`src/rtl/periph_pkg.sv`:
```
// Peripheral register map, sequencer state encoding and bus request helpers
// shared by the burst sequencer and anything else talking to the GPIO/SPI block.
package periph_pkg;

    localparam logic [3:0] GPIO_DIR = 4'h0;
    localparam logic [3:0] GPIO_OUT = 4'h1;
    localparam logic [3:0] GPIO_IN  = 4'h2;
    localparam logic [3:0] SPI_DIV  = 4'h4;
    localparam logic [3:0] SPI_CS   = 4'h5;
    localparam logic [3:0] SPI_STAT = 4'h6;
    localparam logic [3:0] SPI_DATA = 4'h7;

    typedef enum logic [3:0] {
        ST_IDLE,
        ST_SET_DIV,
        ST_CS_LO,
        ST_WAIT_BYTE,
        ST_WR_DATA,
        ST_POLL_RD,
        ST_POLL_WAIT,
        ST_CS_HI,
        ST_DONE
    } seq_state_t;

    typedef struct packed {
        logic       vld;
        logic       we;
        logic [3:0] addr;
        logic [7:0] dat;
    } bus_req_t;

    localparam bus_req_t BUS_IDLE = '{vld: 1'b0, we: 1'b0, addr: 4'h0, dat: 8'h00};

    function automatic bus_req_t bus_wr(input logic [3:0] addr, input logic [7:0] dat);
        bus_req_t r;
        r.vld  = 1'b1;
        r.we   = 1'b1;
        r.addr = addr;
        r.dat  = dat;
        return r;
    endfunction

    function automatic bus_req_t bus_rd(input logic [3:0] addr);
        bus_req_t r;
        r.vld  = 1'b1;
        r.we   = 1'b0;
        r.addr = addr;
        r.dat  = 8'h00;
        return r;
    endfunction

endpackage

```
`src/rtl/spi_burst_sequencer.sv`:
```
// Purpose: runs a whole SPI write burst on the peripheral bus (div, CS low, bytes, CS high).
// Latency: 4 cycles fixed overhead plus >=3 cycles per byte after its tx handshake.
// Backpressure: tx bytes taken only in WAIT_BYTE; CPU accesses stalled while a burst owns the bus.
module spi_burst_sequencer
    import periph_pkg::*;
#(
    parameter int LEN_W = 8
) (
    input  logic             clk_in,
    input  logic             reset_n_in,
    input  logic             start_in,
    input  logic [LEN_W-1:0] len_in,
    input  logic [3:0]       div_in,
    input  logic             abort_in,
    input  logic [7:0]       tx_data_in,
    input  logic             tx_valid_in,
    output logic             tx_ready_out,
    output logic             busy_out,
    output logic             done_out,
    output logic             aborted_out,
    input  logic [3:0]       cpu_addr_in,
    input  logic             cpu_addr_valid_in,
    input  logic             cpu_write_en_in,
    input  logic [7:0]       cpu_data_in,
    output logic             cpu_stall_out,
    output logic [3:0]       bus_addr_out,
    output logic             bus_addr_valid_out,
    output logic             bus_write_en_out,
    output logic [7:0]       bus_data_out,
    input  logic [7:0]       bus_data_in,
    input  logic             bus_data_valid_in
);

    localparam logic [LEN_W:0] FULL_BURST = {1'b1, {LEN_W{1'b0}}};

    seq_state_t     state;
    bus_req_t       seq_req;
    logic [LEN_W:0] remain;
    logic           done_q;
    logic           aborted_q;
    logic           abort_exit;

    // Only the SPI busy flag matters when polling status.
    logic unused_stat_bits;
    assign unused_stat_bits = ^bus_data_in[7:1];

    always_ff @(posedge clk_in or negedge reset_n_in) begin
        if (!reset_n_in) begin
            state      <= ST_IDLE;
            seq_req    <= BUS_IDLE;
            remain     <= '0;
            done_q     <= 1'b0;
            aborted_q  <= 1'b0;
            abort_exit <= 1'b0;
        end else begin
            seq_req <= BUS_IDLE;
            done_q  <= 1'b0;
            unique case (state)
                ST_IDLE: begin
                    if (start_in) begin
                        remain     <= (len_in == '0) ? FULL_BURST : {1'b0, len_in};
                        aborted_q  <= 1'b0;
                        abort_exit <= 1'b0;
                        seq_req    <= bus_wr(SPI_DIV, {4'h0, div_in});
                        state      <= ST_SET_DIV;
                    end
                end
                ST_SET_DIV: begin
                    seq_req <= bus_wr(SPI_CS, 8'h00);
                    state   <= ST_CS_LO;
                end
                ST_CS_LO: begin
                    state <= ST_WAIT_BYTE;
                end
                ST_WAIT_BYTE: begin
                    if (abort_in) begin
                        seq_req    <= bus_wr(SPI_CS, 8'h01);
                        abort_exit <= 1'b1;
                        state      <= ST_CS_HI;
                    end else if (tx_valid_in) begin
                        seq_req <= bus_wr(SPI_DATA, tx_data_in);
                        state   <= ST_WR_DATA;
                    end
                end
                ST_WR_DATA: begin
                    remain  <= remain - 1'b1;
                    seq_req <= bus_rd(SPI_STAT);
                    state   <= ST_POLL_RD;
                end
                ST_POLL_RD: begin
                    state <= ST_POLL_WAIT;
                end
                ST_POLL_WAIT: begin
                    if (bus_data_valid_in) begin
                        if (bus_data_in[0]) begin
                            seq_req <= bus_rd(SPI_STAT);
                            state   <= ST_POLL_RD;
                        end else if (remain == '0 || abort_in) begin
                            // Abort only counts if bytes were left unsent.
                            seq_req    <= bus_wr(SPI_CS, 8'h01);
                            abort_exit <= (remain != '0);
                            state      <= ST_CS_HI;
                        end else begin
                            state <= ST_WAIT_BYTE;
                        end
                    end
                end
                ST_CS_HI: begin
                    done_q    <= 1'b1;
                    aborted_q <= abort_exit;
                    state     <= ST_DONE;
                end
                ST_DONE: begin
                    state <= ST_IDLE;
                end
                default: begin
                    state <= ST_IDLE;
                end
            endcase
        end
    end

    assign busy_out    = (state != ST_IDLE);
    assign done_out    = done_q;
    assign aborted_out = aborted_q;

    // Ready is masked by abort so a byte is never handshaken and then dropped.
    assign tx_ready_out = (state == ST_WAIT_BYTE) && !abort_in;

    assign cpu_stall_out      = busy_out && cpu_addr_valid_in;
    assign bus_addr_out       = busy_out ? seq_req.addr : cpu_addr_in;
    assign bus_addr_valid_out = busy_out ? seq_req.vld  : cpu_addr_valid_in;
    assign bus_write_en_out   = busy_out ? seq_req.we   : cpu_write_en_in;
    assign bus_data_out       = busy_out ? seq_req.dat  : cpu_data_in;

endmodule

```
`config.mk`:
```
export PLATFORM = sky130hd
export DESIGN_NAME = spi_burst_sequencer
export DESIGN_NICKNAME = d
export VERILOG_FILES = /design/src/rtl/periph_pkg.sv /design/src/rtl/spi_burst_sequencer.sv
export SDC_FILE = /design/constraint.sdc
export NUM_CORES = 1
export LEC_CHECK = 0
export ABC_AREA = 1
export BUFFER_PORTS_ARGS = -buffer_cell sky130_fd_sc_hd__buf_2
export CAP_MARGIN = 20
export CORE_ASPECT_RATIO = 0.8
export CORE_MARGIN = 1.5
export CORE_UTILIZATION = 40
export CTS_CLUSTER_SIZE = 40
export DETAILED_ROUTE_END_ITERATION = 12
export PLACE_DENSITY = 0.67
export SETUP_SLACK_MARGIN = 0.3
export SYNTH_ARGS = -nofsm -noshare
export SYNTH_HDL_FRONTEND = slang
export SYNTH_SLANG_ARGS = --single-unit
```
`constraint.sdc`:
```
create_clock -name clk_in -period 2.7 [get_ports clk_in]
set_input_delay 0.135 -clock clk_in [delete_from_list [all_inputs] [get_ports clk_in]]
set_output_delay 0.135 -clock clk_in [all_outputs]
set_load 0.1 [all_outputs]
```
==> qor.csv <==
stage,metric,value,unit
outcome,outcome,completed,
clocking,cts_max_path_buffers,2,
die,core-area,0.004230,mm²
die,rows,21,
yosys,dominantRegCellSynth,sky130_fd_sc_hd__dfrtp_1,
worst_setup_path,startpoint_type_of_the_worst_setup_path,flip-flop,
sta,hold_violations,0,
clocking,clk_latency,0.27,ns
yosys,asyncSetResetFlopFracSynth,100.0,%
sta,timing.final.setup_violations,0,
run,max_cap_viol_count,0,
clocking,tritoncts,built,
clocking,cts.htree.levels,1,
yosys,top_cells_by_instance_count_after_synthesis,"sky130_fd_sc_hd__nand2_1, sky130_fd_sc_hd__dfrtp_1, sky130_fd_sc_hd__nor2_1",
sta,max_clock_freq,0.4737,GHz
routing,first_pass_iters,4,
routing,finalWirelength,4261,µm
clocking,clk_root_buffer_cell,sky130_fd_sc_hd__clkbuf_8,
worst_setup_path,timing.critical_path.fanout_max,19,
clocking,clock_sink_count,28,
global_routing,groute.usage.overall,18.32,%
routing,post_drt_via_cell_ratio,4.729,
final_layout,drive_above_1_share,29.87,%
yosys,synth_seq_cells,28,
sta,rsz0062_at_grt,false,
worst_hold_path,hold_path.class,in -> reg,
die,die_height,62.80,µm
worst_setup_path,worstPathCellList,nor2_2 -> nand2_4 -> inv_2 -> nand2_1 -> nand2_1 -> buf_2,
yosys,synth_seq_area_share,39.19,%
clocking,cts_hold_repair.buffers,1,
yosys,synthesis.area,0.001788,mm²
worst_setup_path,cpMostUsedCell,sky130_fd_sc_hd__nand2_1,
final_layout,flow.area_growth_from_synthesis,23.37,%
worst_setup_path,critical_path_arrival,1.98,ns
worst_setup_path,worst-setup-path-type,reg -> out,
worst_setup_path,worstSetupEndpointType,output port,
routing,vias,1726,
worst_setup_path,critical_path_required,2.57,ns
yosys,syn_area_cell,7.210,µm²
sta,clock-skew-final,0.001954,ns
final_layout,final_net_count,359,
die,die_width,77.75,µm
die,starting_density,42.27,%
yosys,yosys.area.top_type,sky130_fd_sc_hd__dfrtp_1,
yosys,synthesis.nets,298,
final_layout,antenna-diode-count,0,
placed_design,dp_slack,0.8867,ns
sta,tightest_pin_transition,0.6401,ns
routing,antenna_left,0,
worst_setup_path,slowest_delay,0.52,ns
clocking,cts.clk_slew.worst_paths,0.10,ns
sta,final.setup.tns,0,ns
yosys,synth_top_area_share,39.19,%
yosys,synth_enable_flop_cells,0,
global_routing,initial_antenna_violation_count,0,
sta,layout_worst_path_cycle_share,78.18,%
die,io-pin-count,67,
yosys,yosys_warnings,0,
yosys,synth_cells,248,
yosys,yosys.cell_count.top_type,sky130_fd_sc_hd__nand2_1,
sta,final_slew_viol_count,0,
global_routing,grt_start_max_net_pins,29,
yosys,ys_top_cells_by_area,"sky130_fd_sc_hd__dfrtp_1, sky130_fd_sc_hd__nand2_1, sky130_fd_sc_hd__nor2_1, sky130_fd_sc_hd__inv_1, sky130_fd_sc_hd__nand3_1",
routing,drc,0,
routing,first_iter_violations,67,
clocking,cts_inserted_buffers,3,
worst_setup_path,path_buf_inv,2,
sta,fin_crit,2.111,ns
worst_setup_path,critical_path.slowest_cell,sky130_fd_sc_hd__dfrtp_1,
clocking,postCtsSetupRepairBufs,0,
worst_setup_path,critPathTopFamily,buffers and inverters,
placed_design,place_congestion,0.7858,
die,die_area,0.004883,mm²
routing,routed_wire_length_per_instance,11.67,µm
placed_design,dp.final_hpwl,3266,µm
yosys,synth_cell_types,30,
global_routing,grt_pass1_wl,7120,µm
global_routing,vias_in_the_first_global_route,1595,
sta,setup_slack,0.5892,ns
global_routing,grt_remaining_overflow,0,
placed_design,io_buffer_count,59,
clocking,cts_repair_resize_count,0,
sta,max_slew_margin,57.33,%
## tightest hold or removal path, cell delays in order
cell                     delay, ns
sky130_fd_sc_hd__buf_2        0.09
sky130_fd_sc_hd__inv_1        0.04
sky130_fd_sc_hd__nor2_1       0.04
## metrics by stage
stage,instances,cell area (µm²),hold WS (ns),utilization [%]
3_5_place_dp,360,2125,0.1973,50.22
6_report,365,2206,0.06195,52.14
5_1_grt,365,2206,0.06378,52.14
4_1_cts,365,2206,0.05711,52.14
2_1_floorplan,248,1790,-0.1606,-
3_3_place_gp,360,2125,0.1945,50.22
## kinds of logic (layout without fill, tap and decap cells)
logic type / count (synthesis) / after routing / share of synthesized area (%)
XOR/XNOR: 2 / 2 / 0.9799
AND/OR/NAND/NOR: 148 / 148 / 37.72
adder cells (fa/ha/maj): 2 / 2 / 1.399
AO/OA/AOI/OAI: 32 / 32 / 11.76
flip-flops: 28 / 28 / 39.19
buffers and inverters: 36 / 96 / 8.958
## placed cells by master, fill, tap and decap left out
master | Yosys | routed
sky130_fd_sc_hd__a21oi_1 | 4 | 4
sky130_fd_sc_hd__o21ai_0 | 8 | 7
sky130_fd_sc_hd__o22ai_1 | 3 | 3
sky130_fd_sc_hd__o21bai_1 | 2 | 2
sky130_fd_sc_hd__a32o_1 | 3 | 3
sky130_fd_sc_hd__a22oi_1 | 1 | 1
sky130_fd_sc_hd__inv_4 | 1 | 1
sky130_fd_sc_hd__ha_1 | 2 | 2
sky130_fd_sc_hd__o211ai_1 | 2 | 2
sky130_fd_sc_hd__o21ai_1 | 5 | 6
sky130_fd_sc_hd__nand2_4 | 1 | 1
sky130_fd_sc_hd__nor2_4 | 4 | 4
sky130_fd_sc_hd__o211ai_2 | 1 | 1
sky130_fd_sc_hd__dfrtp_1 | 28 | 28
sky130_fd_sc_hd__o21ai_2 | 2 | 2
sky130_fd_sc_hd__inv_1 | 23 | 23
sky130_fd_sc_hd__nand3_1 | 16 | 16
sky130_fd_sc_hd__xor2_1 | 2 | 2
sky130_fd_sc_hd__dlygate4sd3_1 | 0 | 1
sky130_fd_sc_hd__nor2_2 | 1 | 2
sky130_fd_sc_hd__bufinv_16 | 0 | 1
sky130_fd_sc_hd__nand2_2 | 7 | 7
sky130_fd_sc_hd__nor3b_1 | 1 | 1
sky130_fd_sc_hd__nor2_8 | 2 | 2
sky130_fd_sc_hd__a21oi_2 | 1 | 1
sky130_fd_sc_hd__nand4_1 | 2 | 2
sky130_fd_sc_hd__clkbuf_8 | 0 | 3
sky130_fd_sc_hd__buf_2 | 2 | 59
sky130_fd_sc_hd__nor2_1 | 26 | 25
sky130_fd_sc_hd__nand2_1 | 88 | 88
sky130_fd_sc_hd__inv_6 | 1 | 1
sky130_fd_sc_hd__inv_2 | 7 | 7
## flip-flops by register name, summed over array words and instances, names as in the netlist
register     cells
remain           9
aborted_out      1
done_out         1
seq_req         12
state            4
abort_exit       1
## final timing paths
kind                                    start               to  slack, ns  depth (start not counted)
worst min-delay path            tx_data_in[4]       seq_req[4]       0.06                          3
worst max register to register       state[0]       abort_exit       1.08                          9
max in group asynchronous          reset_n_in         state[1]       1.87                          2
worst min register to register     abort_exit       abort_exit       0.49                          2
min in group asynchronous          reset_n_in        remain[0]       0.41                          2
worst max-delay path                 state[0]  bus_data_out[2]       0.59                          6
## layout make-up
| class | instances | area, µm² |
|---|---|---|
| multi-input combinational | 184 | 929.6 |
| inverter | 32 | 127.6 |
| tap | 57 | 71.32 |
| clock buffer | 3 | 41.29 |
| timing repair buffer | 60 | 305.3 |
| fill | 423 | 2024 |
| sequential | 28 | 700.7 |
| clock inverter | 1 | 30.03 |
## metal layers
| layer | wire [µm] | global-route usage, % | vias up |
|---|---|---|---|
| met5 | 0 | 0 | - |
| met4 | 27 | 2.727 | 0 |
| li1 | - | - | 906 |
| met1 | 2061 | 24.61 | 765 |
| met2 | 1849 | 29.89 | 53 |
| met3 | 322 | 5.109 | 2 |
Power is left out: the tool's default activity adds up to more than one toggle a clock period on the data nets, which glitch-free logic cannot reach.
